--- config.mk ---
export PLATFORM = sky130hd
export DESIGN_NAME = sd_input_ctrl
export DESIGN_NICKNAME = d
export VERILOG_FILES = /design/src/rtl/sdfm_pkg.sv /design/src/rtl/sd_sync.sv /design/src/rtl/sd_input_ctrl.sv
export SDC_FILE = /design/constraint.sdc
export NUM_CORES = 1
export LEC_CHECK = 0
export ABC_AREA = 1
export CORE_MARGIN = 3
export CORE_UTILIZATION = 49
export DETAILED_ROUTE_END_ITERATION = 16
export PLACE_DENSITY = 0.82
export SLEW_MARGIN = 20
export SYNTH_ARGS = -nofsm -noshare
export SYNTH_HDL_FRONTEND = slang
export SYNTH_HIERARCHICAL = 1
export SYNTH_SLANG_ARGS = --single-unit
--- constraint.sdc ---
create_clock -name SYSCLK -period 3.2 [get_ports SYSCLK]
set_input_delay 0.8 -clock SYSCLK [delete_from_list [all_inputs] [get_ports SYSCLK]]
set_output_delay 0.8 -clock SYSCLK [all_outputs]
set_load 0.05 [all_outputs]
--- src/rtl/sdfm_pkg.sv ---
// rtl/sdfm_pkg.sv - shared mode encodings and Manchester FSM states for the sigma-delta front end
package sdfm_pkg;

   localparam logic [1:0] MOD_RISE  = 2'b00;
   localparam logic [1:0] MOD_FALL  = 2'b01;
   localparam logic [1:0] MOD_MANCH = 2'b10;
   localparam logic [1:0] MOD_BOTH  = 2'b11;

   typedef enum logic {
      ACQ  = 1'b0,
      LOCK = 1'b1
   } man_state_t;

endpackage

--- src/rtl/sd_sync.sv ---
// rtl/sd_sync.sv - multi-flop pin synchronizer with one extra flop for edge detection
module sd_sync #(
   parameter int STAGES = 2
) (
   input  logic clk,
   input  logic resetn,
   input  logic pin,
   output logic sync,
   output logic toggle
);

   logic [STAGES-1:0] chain;
   logic              prev;

   always_ff @(posedge clk) begin
      if (!resetn) begin
         chain <= '0;
         prev  <= 1'b0;
      end else begin
         chain <= {chain[STAGES-2:0], pin};
         prev  <= chain[STAGES-1];
      end
   end

   // toggle marks either polarity; the level in sync tells rise from fall
   assign sync   = chain[STAGES-1];
   assign toggle = chain[STAGES-1] ^ prev;

endmodule

--- src/rtl/sd_input_ctrl.sv ---
// rtl/sd_input_ctrl.sv - sigma-delta pin front end: sample-point select, Manchester decode, clock-loss flag
module sd_input_ctrl
   import sdfm_pkg::*;
#(
   parameter int SYNC_STAGES = 2,
   parameter int CNT_W       = 10
) (
   input  logic       SYSCLK,
   input  logic       SYSRSTn,
   input  logic       sd_d_pin,
   input  logic       sd_c_pin,
   input  logic       reg_en,
   input  logic [1:0] reg_mod,
   input  logic [7:0] reg_manper,
   input  logic [7:0] reg_clkto,
   input  logic       clkfail_clr,
   output logic       sd_dsd_in,
   output logic       sd_clk_in,
   output logic       clk_fail,
   output logic       manch_lock
);

   logic             d_sync, d_toggle, c_sync, c_toggle;
   logic             c_rise, c_fall, mod_chg;
   logic [1:0]       mod_q;
   man_state_t       state, state_nxt;
   logic [CNT_W-1:0] cnt, cnt_nxt, cnt_inc, tcnt, tcnt_nxt, tcnt_inc;
   logic [CNT_W-1:0] per, thr_long, thr_lost;
   logic             strobe, data_nxt, fail_set;

   sd_sync #(.STAGES(SYNC_STAGES)) u_sync_d (
      .clk(SYSCLK), .resetn(SYSRSTn), .pin(sd_d_pin), .sync(d_sync), .toggle(d_toggle)
   );

   sd_sync #(.STAGES(SYNC_STAGES)) u_sync_c (
      .clk(SYSCLK), .resetn(SYSRSTn), .pin(sd_c_pin), .sync(c_sync), .toggle(c_toggle)
   );

   assign c_rise   = c_toggle & c_sync;
   assign c_fall   = c_toggle & ~c_sync;
   assign mod_chg  = (reg_mod != mod_q);
   assign per      = CNT_W'(reg_manper);
   assign thr_long = per - (per >> 2);
   assign thr_lost = per + (per >> 1);
   assign cnt_inc  = (cnt == '1) ? cnt : cnt + CNT_W'(1);
   assign tcnt_inc = (tcnt == '1) ? tcnt : tcnt + CNT_W'(1);

   always_comb begin
      state_nxt = state;
      cnt_nxt   = cnt;
      tcnt_nxt  = tcnt;
      strobe    = 1'b0;
      data_nxt  = sd_dsd_in;
      fail_set  = 1'b0;
      if (!reg_en) begin
         state_nxt = ACQ;
         cnt_nxt   = '0;
         tcnt_nxt  = '0;
         data_nxt  = 1'b0;
      end else if (mod_chg) begin
         state_nxt = ACQ;
         cnt_nxt   = '0;
         tcnt_nxt  = '0;
      end else if (reg_mod == MOD_MANCH) begin
         tcnt_nxt = '0;
         cnt_nxt  = cnt_inc;
         // a long gap before a transition marks it as mid-bit in both states
         if (d_toggle && (cnt >= thr_long)) begin
            strobe    = 1'b1;
            data_nxt  = d_sync;
            cnt_nxt   = '0;
            state_nxt = LOCK;
         end else if (state == ACQ) begin
            if (d_toggle)
               cnt_nxt = '0;
         end else if (cnt_inc >= thr_lost) begin
            state_nxt = ACQ;
            fail_set  = 1'b1;
         end
      end else begin
         case (reg_mod)
            MOD_RISE: strobe = c_rise;
            MOD_FALL: strobe = c_fall;
            default:  strobe = c_toggle;
         endcase
         if (strobe)
            data_nxt = d_sync;
         if (c_toggle) begin
            tcnt_nxt = '0;
         end else begin
            tcnt_nxt = tcnt_inc;
            // equality gives a single set event, so a clear afterwards sticks
            if ((reg_clkto != 8'd0) && (tcnt_inc == CNT_W'(reg_clkto)))
               fail_set = 1'b1;
         end
      end
   end

   always_ff @(posedge SYSCLK) begin
      if (!SYSRSTn) begin
         state      <= ACQ;
         cnt        <= '0;
         tcnt       <= '0;
         mod_q      <= 2'b00;
         sd_clk_in  <= 1'b0;
         sd_dsd_in  <= 1'b0;
         clk_fail   <= 1'b0;
         manch_lock <= 1'b0;
      end else begin
         state      <= state_nxt;
         cnt        <= cnt_nxt;
         tcnt       <= tcnt_nxt;
         mod_q      <= reg_mod;
         sd_clk_in  <= strobe;
         sd_dsd_in  <= data_nxt;
         manch_lock <= (state_nxt == LOCK);
         clk_fail   <= fail_set | (clk_fail & ~clkfail_clr);
      end
   end

endmodule

==> flow_summary_export.csv <==
group,metric,value,unit
detailed_routing,vias,2996,
sta,setup_violations,9,
clocking,cts.clk_slew.worst_paths,0.06,ns
cells_and_area,fin_util,66.6,%
run,drv_cap,0,
yosys,synth_area,2870,sq um
cells_and_area,layoutNonFillerInstCount,573,
clocking,ctsHoldBuffers,0,
clocking,numCtsBuffers,5,
sta,slew_headroom,60.8,%
placed_design,port_buffers,27,
yosys,synth_area_leaders,"dfxtp_1, ha_1, nand2_1",
sta,fin_crit,3.30,ns
yosys,synth_cells,440,
sta,setup_tns,-0.491,ns
power,cellPowerDensity,276,nW/um^2
sta,hold_viol,0,
grt,grt_pass1_vias,2836,
power,vdd_ir_drop_max,215,uV
yosys,synth_xor_area_share,5.80,%
detailed_routing,dr.pass1.iters,5,
power,p_leak,1.80,nW
yosys,synth_top_area_share,22.3,%
grt,grt.busiest_layer,"met2",
yosys,yosys.area_share.simple,32.7,%
cells_and_area,nNetsFinal,564,
detailed_routing,viasPerCell,5.23,
cells_and_area,n_antenna_cell,0,
detailed_routing,wl_per_cell,12.3,um
cells_and_area,drive_above_1_share,17.6,%
detailed_routing,ant_nets,0,
critical_path,arrival,3.48,ns
sta,fin_ws,-0.101,ns
critical_path,slowest_delay,0.40,ns
yosys,synth-compound-area-share,10.3,%
outcome,outcome,"finished, violations left",
placed_design,dp.cells,561,
power,p_total,1.02,mW
floorplan,rows,27,
critical_path,setup.worst_path.end_class,"flip-flop",
grt,grt.total_usage,22.2,%
critical_path,cp_cell_sequence,"buf_4 > buf_6 > fa_2 > a21oi_2 > o21bai_1 > a21oi_1 > inv_1 > nand2_2 > nand2_2 > xor2_2 > ha_1 > nand2_2 > nor2_2 > nand3_1 > nand4_1 > buf_6 > nand2_4 > o21ai_4 > nand3_2 > nand2_2 > nor2_1",
grt,antenna_found_initial,0,
critical_path,path_depth,21,
floorplan,initial_core_util,51.5,%
critical_path,crit_family,"simple AND/OR/NAND/NOR gates",
clocking,cts_tree,"done",
critical_path,r2r_cells,16,
grt,overflow,0,
cells_and_area,area_delta_synth_final,29.4,%
sta,slew_violations,0,
clocking,insertion_delay,0.29,ns
critical_path,worstPathRequired,3.38,ns
sta,fin_crit_sh,103,%
placed_design,placed_area,3410,sq um
sta,fmax,0.303,GHz
detailed_routing,drc_errors,0,
detailed_routing,drtIter0Drc,162,
floorplan,die_x,82.5,um
yosys,syn_avg_cell_area,6.52,sq um
grt,grt_max_degree,15,
critical_path,worstSetupPathType,"in2reg",
yosys,synth-adder-area-share,18.0,%
critical_path,crit_path_max_fanout,3,
clocking,cts_root_buffer,"clkbuf_8",
clocking,cts-htree-levels,2,
grt,grt_pass1_wl,12.0,mm
placed_design,place_ws,-0.878,ns
outcome,violations,"negative setup slack",
critical_path,cp_common_cell,"nand2_2",
yosys,synth.area.mux_share,0,%
floorplan,dieArea,6810,sq um
sta,tightestPinTransition,0.587,ns
sta,clock_skew,0.00520,ns
floorplan,fp.dieH,82.5,um
grt,use_met3,4.01,%
clocking,clock_path_buffers,2,
detailed_routing,drt_wl_total,7.02,mm
clocking,clkSinkCount,32,
yosys,synth_nets,504,
yosys,synth_top_family_by_area,"simple AND/OR/NAND/NOR gates",
sta,rsz0062_at_grt,"yes",
yosys,synth.distinct_cells,29,
yosys,yosysSeqAreaShare,22.3,%
placed_design,gp_congestion,0.864,
yosys,synth_warnings,6,
min_path,hold_class,"reg2reg",
yosys,ys_seq_elements,32,
critical_path,worstSetupStartpointType,"input pin",
min_path,hold_depth,2,
cells_and_area,final_area,3710,sq um
yosys,synth_area_leader_cell,"dfxtp_1",
placed_design,place_hpwl,5.27,mm
floorplan,io_pins,28,
sta,hold_ws,0.407,ns
floorplan,core-area,5570,sq um
cells_and_area,final_common_cell,"nand2_1",
critical_path,slowest_stage,"fa_2",
cells_and_area,final_cell_mix,"nand2_1, inv_1, nor2_1, ha_1, dfxtp_1",
grt,grtUsageMet1,27.5,%
grt,grt_use_met2,38.6,%
critical_path,cp.buffers_inverters,4,
-- Yosys cell counts --
cell type	n
o21bai_1	5
ha_1	38
inv_1	77
nand2_4	1
fa_1	2
and2_1	1
o21ai_1	1
a21oi_1	35
nor2_1	38
xor2_1	11
nand3_4	1
nand3b_1	2
dfxtp_1	32
nor3_2	1
nor2_4	2
a21oi_2	1
inv_2	1
nand4_2	1
a21o_1	1
o21ai_0	11
clkbuf_1	2
nand3_1	37
buf_6	1
o21a_1	1
nand2_2	3
nand2_1	116
nor3_1	1
xnor2_1	8
nand4_1	9
-- area by class of cell --
type	count	area [sq um]
Multi-Input combinational cell	328	2110
Fill cell	451	1860
Sequential cell	32	641
Timing Repair Buffer	55	484
Inverter	78	298
Clock buffer	8	90.1
Tap cell	72	90.1
-- power breakdown --
group          switching [mW]  total, mW  internal [mW]
combinational           0.155      0.295          0.140
sequential            0.00302      0.406          0.403
clock                   0.148      0.323          0.175
total                   0.306       1.02          0.719
-- worst reg2reg max path, cell delays in order (launching register included) --
cell and delay, ns:
dfxtp_1 0.42, ha_1 0.21, nand2_1 0.10, nor2_1 0.24, nand4_2 0.30, xor2_1 0.31, ha_1 0.27, o21ai_0 0.17
nand2_1 0.10, nand2_1 0.07, nand3_1 0.06, a21oi_1 0.17, nand2_1 0.09, nand4_1 0.08, nand2_1 0.06, nand2_1 0.05
nand2_1 0.05
-- routing by layer --
metal | routed length [um] | share of wire [%]
met4 | 114 | 1.6
met2 | 3470 | 49
met5 | 0 | 0
met3 | 351 | 5.0
met1 | 3080 | 44
-- kinds of logic after synthesis --
family | after synthesis
AND/OR/NAND/NOR | 213
buffers and inverters | 81
flip-flops | 32
XOR/XNOR | 19
AO/OA/AOI/OAI | 55
adder cells (fa/ha/maj) | 40
-- state kept, by name (all words and copies together), names as in the netlist --
register and flops:
cnt 10, sd_dsd_in 1, u_sync_c/chain 2, clk_fail 1
u_sync_c/prev 1, tcnt 10, u_sync_d/prev 1, sd_clk_in 1
u_sync_d/chain 2, mod_q 2, state 1
-- timing repair --
item	4_1_cts	5_1_grt
setup buffers	3	0
resized for setup	44	25
pin swaps	21	19
cloned	1	0
endpoints found under the setup margin	14	14
-- path summary, 6_finish.rpt --
| check | endpoint | startpoint | slack [ns] |
|---|---|---|---|
| setup / recovery | sd_dsd_in | reg_manper[1] | -0.10 |
| hold / removal | u_sync_d/chain[1] | u_sync_d/chain[0] | 0.41 |
| setup reg to reg | clk_fail | cnt[0] | 0.35 |
| hold reg to reg | u_sync_d/chain[1] | u_sync_d/chain[0] | 0.41 |
(Power assumes the default switching activity.)
